[src/rtl/scan_selector.sv]
// scan_selector: N-channel, W-bit registered selector.
// Manual mode forwards the channel chosen by sel. Auto-scan mode steps
// round-robin through all channels, showing each for DWELL edges, and
// pulses wrap on the edge where the scan returns from CH-1 to 0.
module scan_selector #(
  parameter int CH    = 4,
  parameter int W     = 2,
  parameter int SELW  = (CH > 1) ? $clog2(CH) : 1,
  parameter int DWELL = 4
) (
  input  logic              clk,
  input  logic              rst,
  input  logic [CH*W-1:0]   data,
  input  logic [SELW-1:0]   sel,
  input  logic              mode,
  input  logic              hold,
  output logic [W-1:0]      out,
  output logic [SELW-1:0]   cur_ch,
  output logic              wrap
);

  localparam int CW = (DWELL > 1) ? $clog2(DWELL) : 1;
  // Every select code gets a table entry; codes past CH-1 read as zero.
  localparam int NP = 1 << SELW;

  typedef enum logic {MANUAL, SCAN} state_t;

  state_t          state;
  logic [SELW-1:0] ptr;
  logic [CW-1:0]   cnt;
  logic [W-1:0]    ch_data [NP];

  // Unpack the flat channel bus into an index table padded with zeros.
  generate
    for (genvar gi = 0; gi < NP; gi++) begin : g_unpack
      if (gi < CH) begin : g_real
        assign ch_data[gi] = data[gi*W +: W];
      end else begin : g_pad
        assign ch_data[gi] = '0;
      end
    end
  endgenerate

  // Mode FSM and datapath; the action on each edge follows the pre-edge state.
  always_ff @(posedge clk or posedge rst) begin
    if (rst) begin
      state  <= MANUAL;
      ptr    <= '0;
      cnt    <= '0;
      out    <= '0;
      cur_ch <= '0;
      wrap   <= 1'b0;
    end else if (hold) begin
      wrap <= 1'b0;
    end else begin
      state <= mode ? SCAN : MANUAL;
      case (state)
        MANUAL: begin
          out    <= ch_data[sel];
          cur_ch <= sel;
          ptr    <= '0;
          cnt    <= '0;
          wrap   <= 1'b0;
        end
        SCAN: begin
          out    <= ch_data[ptr];
          cur_ch <= ptr;
          if (cnt == CW'(DWELL - 1)) begin
            cnt <= '0;
            if (ptr == SELW'(CH - 1)) begin
              ptr  <= '0;
              wrap <= 1'b1;
            end else begin
              ptr  <= ptr + SELW'(1);
              wrap <= 1'b0;
            end
          end else begin
            cnt  <= cnt + CW'(1);
            wrap <= 1'b0;
          end
        end
        default: begin
          wrap <= 1'b0;
        end
      endcase
    end
  end

endmodule

[config.mk]
export PLATFORM = sky130hd
export DESIGN_NAME = scan_selector
export DESIGN_NICKNAME = d
export VERILOG_FILES = /design/src/rtl/scan_selector.sv
export SDC_FILE = /design/constraint.sdc
export NUM_CORES = 1
export LEC_CHECK = 0
export CORE_UTILIZATION = 40
export CTS_CLUSTER_DIAMETER = 40
export DETAILED_ROUTE_END_ITERATION = 10
export PLACE_DENSITY = 0.72
export SYNTH_ARGS = -nofsm -noshare
export SYNTH_HDL_FRONTEND = slang
export SYNTH_SLANG_ARGS = --single-unit
[constraint.sdc]
create_clock -name clk -period 2 [get_ports clk]
set_clock_uncertainty 0.15 [all_clocks]
set_input_delay 0.3 -clock clk [delete_from_list [all_inputs] [get_ports clk]]
set_output_delay 0.3 -clock clk [all_outputs]
set_load 0.1 [all_outputs]
==> metrics.txt, run 1 <==
post-layout worst setup margin=0.411 ns; pre-CTS setup slack=0.129 ns; Util after Layout=0.585; source-to-sink clock delay at the later pin of the worst-skew pair=0.26 ns; Total Routing Usage GR=0.157; maximum operating frequency=629 MHz; number of placed instances with taps included=77; Antenna diodes=0; Std-Cell Rows=13; Internal Power=0.000461 W; clk sink count=10; setup repair after global routing missed its margin=false; EDFF count, synth=0; P_sw=0.000273 W; cell at the root of the clock tree=sky130_fd_sc_hd__clkbuf_4; detailed-route via count=428; cell count after synthesis=45; largest cells by area after synthesis=sky130_fd_sc_hd__dfrtp_1 45%, sky130_fd_sc_hd__mux4_2 16%, sky130_fd_sc_hd__nand2_1 4.7%; largest voltage drop on the vdd net=386 µV; part of the total power dissipated in the clock network=0.245; worst slew pin tran=0.387 ns; worst-path fanout max=3; kind of critical path=in2reg; crit path capture type=flop; Die H=39.3 µm; static leakage=0.358 nW; power per standard cell area=964 mW/mm²; relative contribution of combinational cells to total power=0.381; sequential cell area in the final layout=250 µm²; IO Port Bufs=18; post-route setup TNS=0 ns; final-layout fill cell count=113; outcome=finished clean; share of final-layout standard cells stronger than drive strength 1=0.258; Hold WC Path Type=in2async; minimum clock period after layout=1.59 ns; share of the clock period used by the worst path=0.794; total setup buffers inserted after CTS=0; Setup crit start kind=primary input; arrival time at the worst endpoint=1.59 ns; Clock H-tree levels=1; Die Outline Area=0.00154 mm²; most numerous cell types in the synthesized netlist=10 x sky130_fd_sc_hd__dfrtp_1, 7 x sky130_fd_sc_hd__nand2_1, 4 x sky130_fd_sc_hd__mux4_2; Die Width=39.3 µm; top-count cell post-synth=sky130_fd_sc_hd__dfrtp_1; pin count of the biggest net entering global routing=11; area occupied by multi-input gates=277 µm²; count of unresolved DRC violations after routing=0; R2R Path Start=ptr[0]; fraction of registers with async set/reset=1.00; Worst EP required=2.00 ns; Avg Synthesized Cell Area=12.3 µm²; R2R depth=3; worst reg-to-reg setup slack=0.44 ns; switching portion of total power=0.372; count of pins on the block boundary=19; final weighted congestion in routability-driven placement=0.743; post_cts resized=0; global route overflow=0; HPWL Detailed=772 µm; Starting DRT DRC Count=4; Clock transition at path regs=0.07 ns; Final setup violation count=0; Reg-to-Reg End=out[0]; number of buffers added to fix hold violations after cts=0; Cell Count, Final, Fillers Out=81; Post-synth top flop=sky130_fd_sc_hd__dfrtp_1; cell type contributing the most total cell area after synthesis=sky130_fd_sc_hd__dfrtp_1; clock tree from TritonCTS=done; initial antenna violation count=0; Yosys warning total=0; area share of the largest cell type after synthesis=0.450; total standard cell area after synthesis=556 µm²; max-slew violation count=0; final-report hold violation count=0; Mapped Nets=61; number of CTS-inserted buffers=3; average wire per cell in the routed design=11.6 µm; Slew HR=0.742; Yosys reg bits=10; count of unique library cells instantiated by Yosys=17; Reg power frac=0.374; post-layout net count=83; wire length of the first global-routing pass=1530 µm; maximum capacitance violations=0; number of nets still failing antenna checks after routing=0; number of global-route vias before repair=382; starting density of the core=0.427; number of search-and-repair iterations in the first detailed-routing pass=3; Clock Tree Buf Depth=2; total core area=0.00130 mm²; drt total wl=942 µm; area overhead of the layout relative to synthesis=36.9%; post-synthesis sequential area ratio=0.450; DR vias/cell=5.28
registers in the layout, summed over array words and instances (netlist names):
name    cells
cnt         2
cur_ch      2
out         2
ptr         2
state       1
wrap        1
layout by cell type, fill, tap and decap left out:
cell,count
sky130_fd_sc_hd__buf_4,6
sky130_fd_sc_hd__dfrtp_1,10
sky130_fd_sc_hd__nand3_1,1
sky130_fd_sc_hd__mux4_2,4
sky130_fd_sc_hd__clkbuf_8,1
sky130_fd_sc_hd__a22o_1,2
sky130_fd_sc_hd__a22o_2,1
sky130_fd_sc_hd__a22oi_1,2
sky130_fd_sc_hd__clkbuf_4,3
sky130_fd_sc_hd__mux2i_1,2
sky130_fd_sc_hd__clkdlybuf4s50_1,13
sky130_fd_sc_hd__nor2_1,3
sky130_fd_sc_hd__and3_1,1
sky130_fd_sc_hd__inv_1,1
sky130_fd_sc_hd__mux2_2,2
sky130_fd_sc_hd__nor2b_1,2
sky130_fd_sc_hd__ha_1,2
sky130_fd_sc_hd__nand2_1,7
sky130_fd_sc_hd__o21ai_0,3
power groups by stage:
stage                     clock network, W  logic [W]  registers (W)
after global placement                   0   0.000278       0.000279
after CTS                         0.000183   0.000282       0.000276
after floorplan                          0   0.000108       0.000381
final                             0.000179   0.000280       0.000275
after global routing              0.000193   0.000302       0.000283
after detailed placement                 0   0.000282       0.000280
through the flow:
step	hold WS [ns]	cell area, µm²	power, W
after detailed placement	0.310	724	0.000562
after CTS	0.173	761	0.000741
after global routing	0.206	761	0.000778
after global placement	0.308	724	0.000557
final	0.162	761	0.000734
after floorplan	-0.00982	556	0.000489
cell type report:
class                      instances  area share
inverter                           1     0.00493
timing repair buffer              19       0.230
multi-input combinational         32       0.363
tap                               15      0.0247
clock buffer                       4      0.0477
sequential                        10       0.329
worst max-delay path, stage by stage:
cell                              delay (ns)
sky130_fd_sc_hd__clkdlybuf4s50_1        0.54
sky130_fd_sc_hd__mux4_2                 0.52
sky130_fd_sc_hd__a22oi_1                0.16
sky130_fd_sc_hd__nand2_1                0.07
kinds of logic (layout without fill, tap and decap cells):
logic type	Yosys count	in the layout	share of synthesized area
and+or+nand+nor	14	14	0.110
DFF	10	10	0.450
AOI/OAI and AO/OA	8	8	0.104
muxes	8	8	0.239
buffers and inverters	3	24	0.0518
adders and majority gates	2	2	0.0450
metal layers:
layer,vias up,GRT usage,part of all wire
met1,196,0.201,0.47
met2,18,0.221,0.44
met4,0,0.155,0.041
met5,-,0,0
met3,5,0.0170,0.047
li1,209,-,-
worst max-delay path by stage:
stage            from      to
6_report       sel[0]  out[0]
5_1_grt        sel[0]  out[0]
4_1_cts        sel[0]  out[0]
3_5_place_dp   sel[0]  out[0]
3_3_place_gp   sel[0]  out[0]
2_1_floorplan  ptr[0]  out[0]
Note: power is estimated with default switching activity, not from simulation.
==> run 2, diff against run 1 <==
Clock period 2 ns to 1.56 ns, I/O delays scaled along.
==> run 2 against run 1 <==
  * Cell count increased by 2.5%
  * Global-route usage increased by 3.5 points
  * Combinational power is 56% higher
  * Flip-flop and latch count is the same
  * Die area unchanged
  * Clock power increased by 36%
  * Utilization is 6.2 points higher
  * Via count up 2.6%
  * Sequential share of layout area shrank 3.1 points
==> metrics.txt, run 2 (synthesis gave the netlist of run 1 again) <==
total setup buffers inserted after CTS=0 (unchanged); Reg-to-Reg End=ptr[0]; DP Area=802 µm² (+11%); crit path capture type=flop; Slew HR=0.743 (+0.00146); Final Total Pwr=0.00103 W (+41%); final std cell area, no fill=841 µm² (+11%); pin count of the biggest net entering global routing=12 (+1); commonest cells after routing, fill and taps aside=12 x sky130_fd_sc_hd__clkdlybuf4s50_1, 10 x sky130_fd_sc_hd__dfrtp_1, 7 x sky130_fd_sc_hd__nand2_1; kind of critical path=reg2reg; share of the clock period used by the worst path=0.934; Starting DRT DRC Count=7 (+3); part of the total power dissipated in the clock network=0.236 (-0.009); worst reg-to-reg setup slack=0.10 ns (-0.34 ns); Clock transition at path regs=0.07 ns (about the same); worst slew pin tran=0.385 ns (-0.00219 ns); power per standard cell area=1230 mW/mm² (+28%); Total Routing Usage GR=0.192 (+0.0351); clk sink count=10 (unchanged); IO Port Bufs=18 (unchanged); maximum operating frequency=686 MHz; cell at the root of the clock tree=sky130_fd_sc_hd__clkbuf_4; starting density of the core=0.427 (unchanged); most frequent standard cell in the layout excluding fill and tap cells=sky130_fd_sc_hd__clkdlybuf4s50_1; R2R Path Start=cnt[0]; source-to-sink clock delay at the later pin of the worst-skew pair=0.27 ns (about the same); HPWL Detailed=835 µm (+8.2%); switching portion of total power=0.366 (-0.00610); Die Width=39.3 µm (unchanged); worst-path fanout max=5 (+2); P_sw=0.000378 W (+39%); detailed-route via count=439 (+2.6%); clock tree from TritonCTS=done; global route overflow=0 (unchanged); static leakage=0.396 nW (+11%); worst hold margin=0.0901 ns (-0.0714 ns); Clock H-tree levels=1 (unchanged); drt total wl=1040 µm (+11%); count of pins on the block boundary=19 (unchanged); max-slew violation count=0 (unchanged); final weighted congestion in routability-driven placement=0.737 (-0.74%); share of final-layout standard cells stronger than drive strength 1=0.279 (+0.0218); R2R depth=3 (unchanged); maximum capacitance violations=0 (unchanged); setup repair after global routing missed its margin=false; minimum clock period after layout=1.46 ns; Top delay family on crit path=flip-flops; average wire per cell in the routed design=12.5 µm (+7.8%); post-layout net count=85 (+2.4%); relative contribution of combinational cells to total power=0.422 (+0.041); arrival time at the worst endpoint=1.47 ns (-0.12 ns); area overhead of the layout relative to synthesis=51.4%; ordered cell list for the critical path=ha_1 -> mux2_2 -> a22o_2; outcome=finished clean; Reg power frac=0.342 (-0.032); number of nets still failing antenna checks after routing=0 (unchanged); Setup crit start kind=flop; Crit-path slowest cell=sky130_fd_sc_hd__dfrtp_1; Std-Cell Rows=13 (unchanged); number of CTS-inserted buffers=3 (unchanged); wire length of the first global-routing pass=1850 µm (+21%); Die H=39.3 µm (unchanged); stage delay of the slowest cell on the critical path=0.38 ns (-0.16 ns); Internal Power=0.000656 W (+42%); number of global-route vias before repair=416 (+8.9%); Hold WC Path Type=in2async; Antenna diodes=0 (unchanged); final-report hold violation count=0 (unchanged); Final setup violation count=0 (unchanged); initial antenna violation count=0 (unchanged); total core area=0.00130 mm² (unchanged); count of unresolved DRC violations after routing=0 (unchanged); largest voltage drop on the vdd net=656 µV (+70%); Clock Tree Buf Depth=2 (unchanged); number of search-and-repair iterations in the first detailed-routing pass=4 (+1); count of buffering cells on the critical path with inverters included=0 (-1); Worst EP required=1.57 ns (-0.43 ns); Die Outline Area=0.00154 mm² (unchanged); DR vias/cell=5.29 (about the same)
run 2: cell types whose count changed in the layout (fill, tap and decap cells not counted):
cell                              before  now
sky130_fd_sc_hd__clkdlybuf4s50_1      13   12
sky130_fd_sc_hd__dlymetal6s2s_1        0    1
sky130_fd_sc_hd__buf_4                 6    3
sky130_fd_sc_hd__buf_12                0    5
run 2: worst max path at each step:
stage          startpoint     end  slack [ns]  cells after the start
2_1_floorplan      ptr[0]  out[0]         0.1                      3
3_3_place_gp       sel[0]  out[0]       -0.22                      4
3_5_place_dp       sel[0]  out[0]       -0.23                      4
4_1_cts            sel[0]  out[0]        0.06                      4
5_1_grt            cnt[0]  ptr[0]        0.03                      3
6_report           cnt[0]  ptr[0]        0.10                      3
run 2: power groups by stage:
stage / clock network, W / logic (W) / registers [W]
2_1_floorplan: 0 / 0.000139 / 0.000489
3_3_place_gp: 0 / 0.000433 / 0.000359
3_5_place_dp: 0 / 0.000438 / 0.000361
4_1_cts: 0.000252 / 0.000439 / 0.000356
5_1_grt: 0.000264 / 0.000465 / 0.000363
6_report: 0.000244 / 0.000437 / 0.000354
run 2: timing repair:
action,4_1_cts,5_1_grt
hold buffers,0,0
gates resized for setup,0,1
hold endpoints to repair,0,0
setup endpoints to repair,0,1
run 2: final cells by class:
cell class / count / area [µm²]
Fill cell: 121 / 460
Multi-Input combinational cell: 32 / 277
Timing Repair Buffer: 21 / 255
Sequential cell: 10 / 250
Clock buffer: 4 / 36.3
Tap cell: 15 / 18.8
Inverter: 1 / 3.75
run 2: layer usage:
layer / wire [µm] / track usage
met5: 0 / 0
met4: 39 / 0.129
met3: 48 / 0.0341
met2: 506 / 0.304
met1: 446 / 0.235
run 2: stage by stage:
stage	instances	setup TNS, ns	utilization	setup slack [ns]
after floorplan	45	0	-	0.0954
after global placement	79	-0.431	0.616	-0.224
after detailed placement	79	-0.444	0.616	-0.226
after CTS	83	0	0.644	0.0607
after global routing	83	0	0.646	0.0327
final	83	0	0.646	0.103
run 2: worst register-to-register path, stage by stage (launching register included):
cell                      delay [ns]
sky130_fd_sc_hd__dfrtp_1        0.38
sky130_fd_sc_hd__ha_1           0.25
sky130_fd_sc_hd__mux2_2         0.36
sky130_fd_sc_hd__a22o_2         0.21
==> run 3, diff against run 2 <==
Settings changed: CORE_UTILIZATION 40 to 38, PLACE_DENSITY 0.72 to default, PLACE_DENSITY_LB_ADDON from default to 0.3, SKIP_CTS_REPAIR_TIMING from default to 1.
Clock period 1.56 ns to 1.22 ns, I/O delays scaled along.
==> run 3 against run 2 <==
  * The run now ends with setup timing left
  * Flip-flop and latch count stayed put
  * Critical path depth stayed put
  * Fmax is 3.5% higher
  * Routed wire length is 13% higher
  * Sequential power is 28% higher
  * Via count is 5.9% higher
  * Utilization is 2.6 points higher
  * First-iteration DRC count is 57% higher
  * Total power is 35% higher
  * Largest power group unchanged
==> metrics.txt, run 3 (synthesis gave the netlist of run 1 again) <==
pre-CTS setup slack=-0.510 ns (-0.284 ns); Slew HR=0.753 (+0.0100); initial antenna violation count=0 (unchanged); final std cell area, no fill=897 µm² (+6.7%); crit path capture type=flop; maximum capacitance violations=0 (unchanged); number of search-and-repair iterations in the first detailed-routing pass=4 (unchanged); IO Port Bufs=18 (unchanged); HPWL Detailed=898 µm (+7.5%); clock tree from TritonCTS=done; Die H=40.2 µm (+2.5%); maximum operating frequency=710 MHz (+3.5%); kind of critical path=reg2reg; count of pins on the block boundary=19 (unchanged); Clock transition at path regs=0.07 ns (about the same); Die Width=40.2 µm (+2.5%); Crit-path slowest cell=sky130_fd_sc_hd__mux4_2; minimum clock period after layout=1.41 ns (-0.0486 ns); starting density of the core=0.417 (-0.0104); pin count of the biggest net entering global routing=11 (-1); number of global-route vias before repair=430 (+3.4%); area overhead of the layout relative to synthesis=61.5%; Std-Cell Rows=13 (unchanged); source-to-sink clock delay at the later pin of the worst-skew pair=0.28 ns (about the same); ordered cell list for the critical path=mux4_2 -> a22oi_2 -> nand2_1; DP Area=831 µm² (+3.6%); Hold WC Path Type=in2async; share of the clock period used by the worst path=1.15 (+0.220); violations in the final reports=setup timing; worst slew pin tran=0.370 ns (-0.0150 ns); average wire per cell in the routed design=13.2 µm (+5.6%); power per standard cell area=1550 mW/mm² (+26%); largest voltage drop on the vdd net=849 µV (+29%); most frequent standard cell in the layout excluding fill and tap cells=sky130_fd_sc_hd__clkdlybuf4s50_1; wire length of the first global-routing pass=1810 µm (-2.3%); Total Routing Usage GR=0.189 (-0.00278); final-layout fill cell count=110 (-9.1%); Worst EP required=1.24 ns (-0.33 ns); number of placed instances with taps included=82 (+3.8%); Die Outline Area=0.00162 mm² (+5.0%); Clock H-tree levels=1 (unchanged); stage delay of the slowest cell on the critical path=0.52 ns (+0.14 ns); Util after Layout=0.673 (+0.0265); detailed-route via count=465 (+5.9%); Starting DRT DRC Count=11 (+4); global route overflow=0 (unchanged); clk sink count=10 (unchanged); drt total wl=1180 µm (+13%); Antenna diodes=0 (unchanged); total core area=0.00133 mm² (+2.5%); Setup crit start kind=flop; static leakage=0.420 nW (+6.1%); number of CTS-inserted buffers=3 (unchanged); Clock Tree Buf Depth=2 (unchanged); post-layout worst setup margin=-0.188 ns (-0.291 ns); cell at the root of the clock tree=sky130_fd_sc_hd__clkbuf_4; commonest cells after routing, fill and taps aside=12 x sky130_fd_sc_hd__clkdlybuf4s50_1, 9 x sky130_fd_sc_hd__buf_4, 7 x sky130_fd_sc_hd__nand2_1, 7 x sky130_fd_sc_hd__dfrtp_1, 5 x sky130_fd_sc_hd__buf_12; setup repair after global routing missed its margin=true; number of nets still failing antenna checks after routing=0 (unchanged); Final setup violation count=6 (+6); DR vias/cell=5.22 (-1.2%); worst-path fanout max=3 (-2); post-layout net count=91 (+7.1%); final-report hold violation count=0 (unchanged); arrival time at the worst endpoint=1.43 ns (-0.04 ns); Final Total Pwr=0.00139 W (+35%); Cell Count, Final, Fillers Out=89 (+7.2%); share of final-layout standard cells stronger than drive strength 1=0.405 (+0.126); final weighted congestion in routability-driven placement=0.760 (+3.0%); max-slew violation count=0 (unchanged); count of unresolved DRC violations after routing=0 (unchanged); outcome=finished with violations
## run 3: where the power goes
part           leakage, nW  internal [W]  switching [W]
Clock               0.0210      0.000182       0.000136
Sequential           0.125      0.000393      0.0000606
Combinational        0.274      0.000307       0.000313
## run 3: final timing paths
path | startpoint | slack, ns | depth (start not counted) | endpoint
max in group asynchronous | rst | 0.60 | 2 | ptr[0]
min in group clk | sel[0] | 0.20 | 3 | cur_ch[0]
hold reg to reg | cur_ch[1] | 0.38 | 2 | cur_ch[1]
hold / removal | rst | 0.03 | 2 | out[0]
setup / recovery | ptr[0] | -0.19 | 3 | out[1]
setup reg to reg | ptr[0] | -0.19 | 3 | out[1]
## run 3: cell type report
cell class | count | area [µm²] | area share
multi-input combinational | 32 | 284 | 0.317
clock buffer | 4 | 36.3 | 0.0404
sequential | 10 | 254 | 0.283
inverter | 1 | 3.75 | 0.00418
timing repair buffer | 27 | 300 | 0.335
tap | 15 | 18.8 | 0.0209
## run 3: metrics by stage
| stage | TNS [ns] | hold slack, ns |
|---|---|---|
| after detailed placement | -2.10 | 0.353 |
| after global placement | -2.18 | 0.330 |
| after global routing | -0.690 | 0.0941 |
| after floorplan | -0.492 | -0.127 |
| final | -0.533 | 0.0266 |
| after CTS | -0.623 | 0.0530 |
## run 3: worst max-delay path, delay by kind of cell (launching register included)
| kind | cells | cell delay [ns] |
|---|---|---|
| mux | 1 | 0.52 |
| compound gates | 1 | 0.16 |
| flops | 1 | 0.40 |
| simple gates | 1 | 0.07 |
## run 3: metal layers
metal | vias up | share of wire | GRT usage
met1 | 218 | 0.38 | 0.196
met2 | 20 | 0.54 | 0.306
met4 | 0 | 0.025 | 0.125
met3 | 3 | 0.058 | 0.0833
met5 | - | 0 | 0
li1 | 224 | - | -
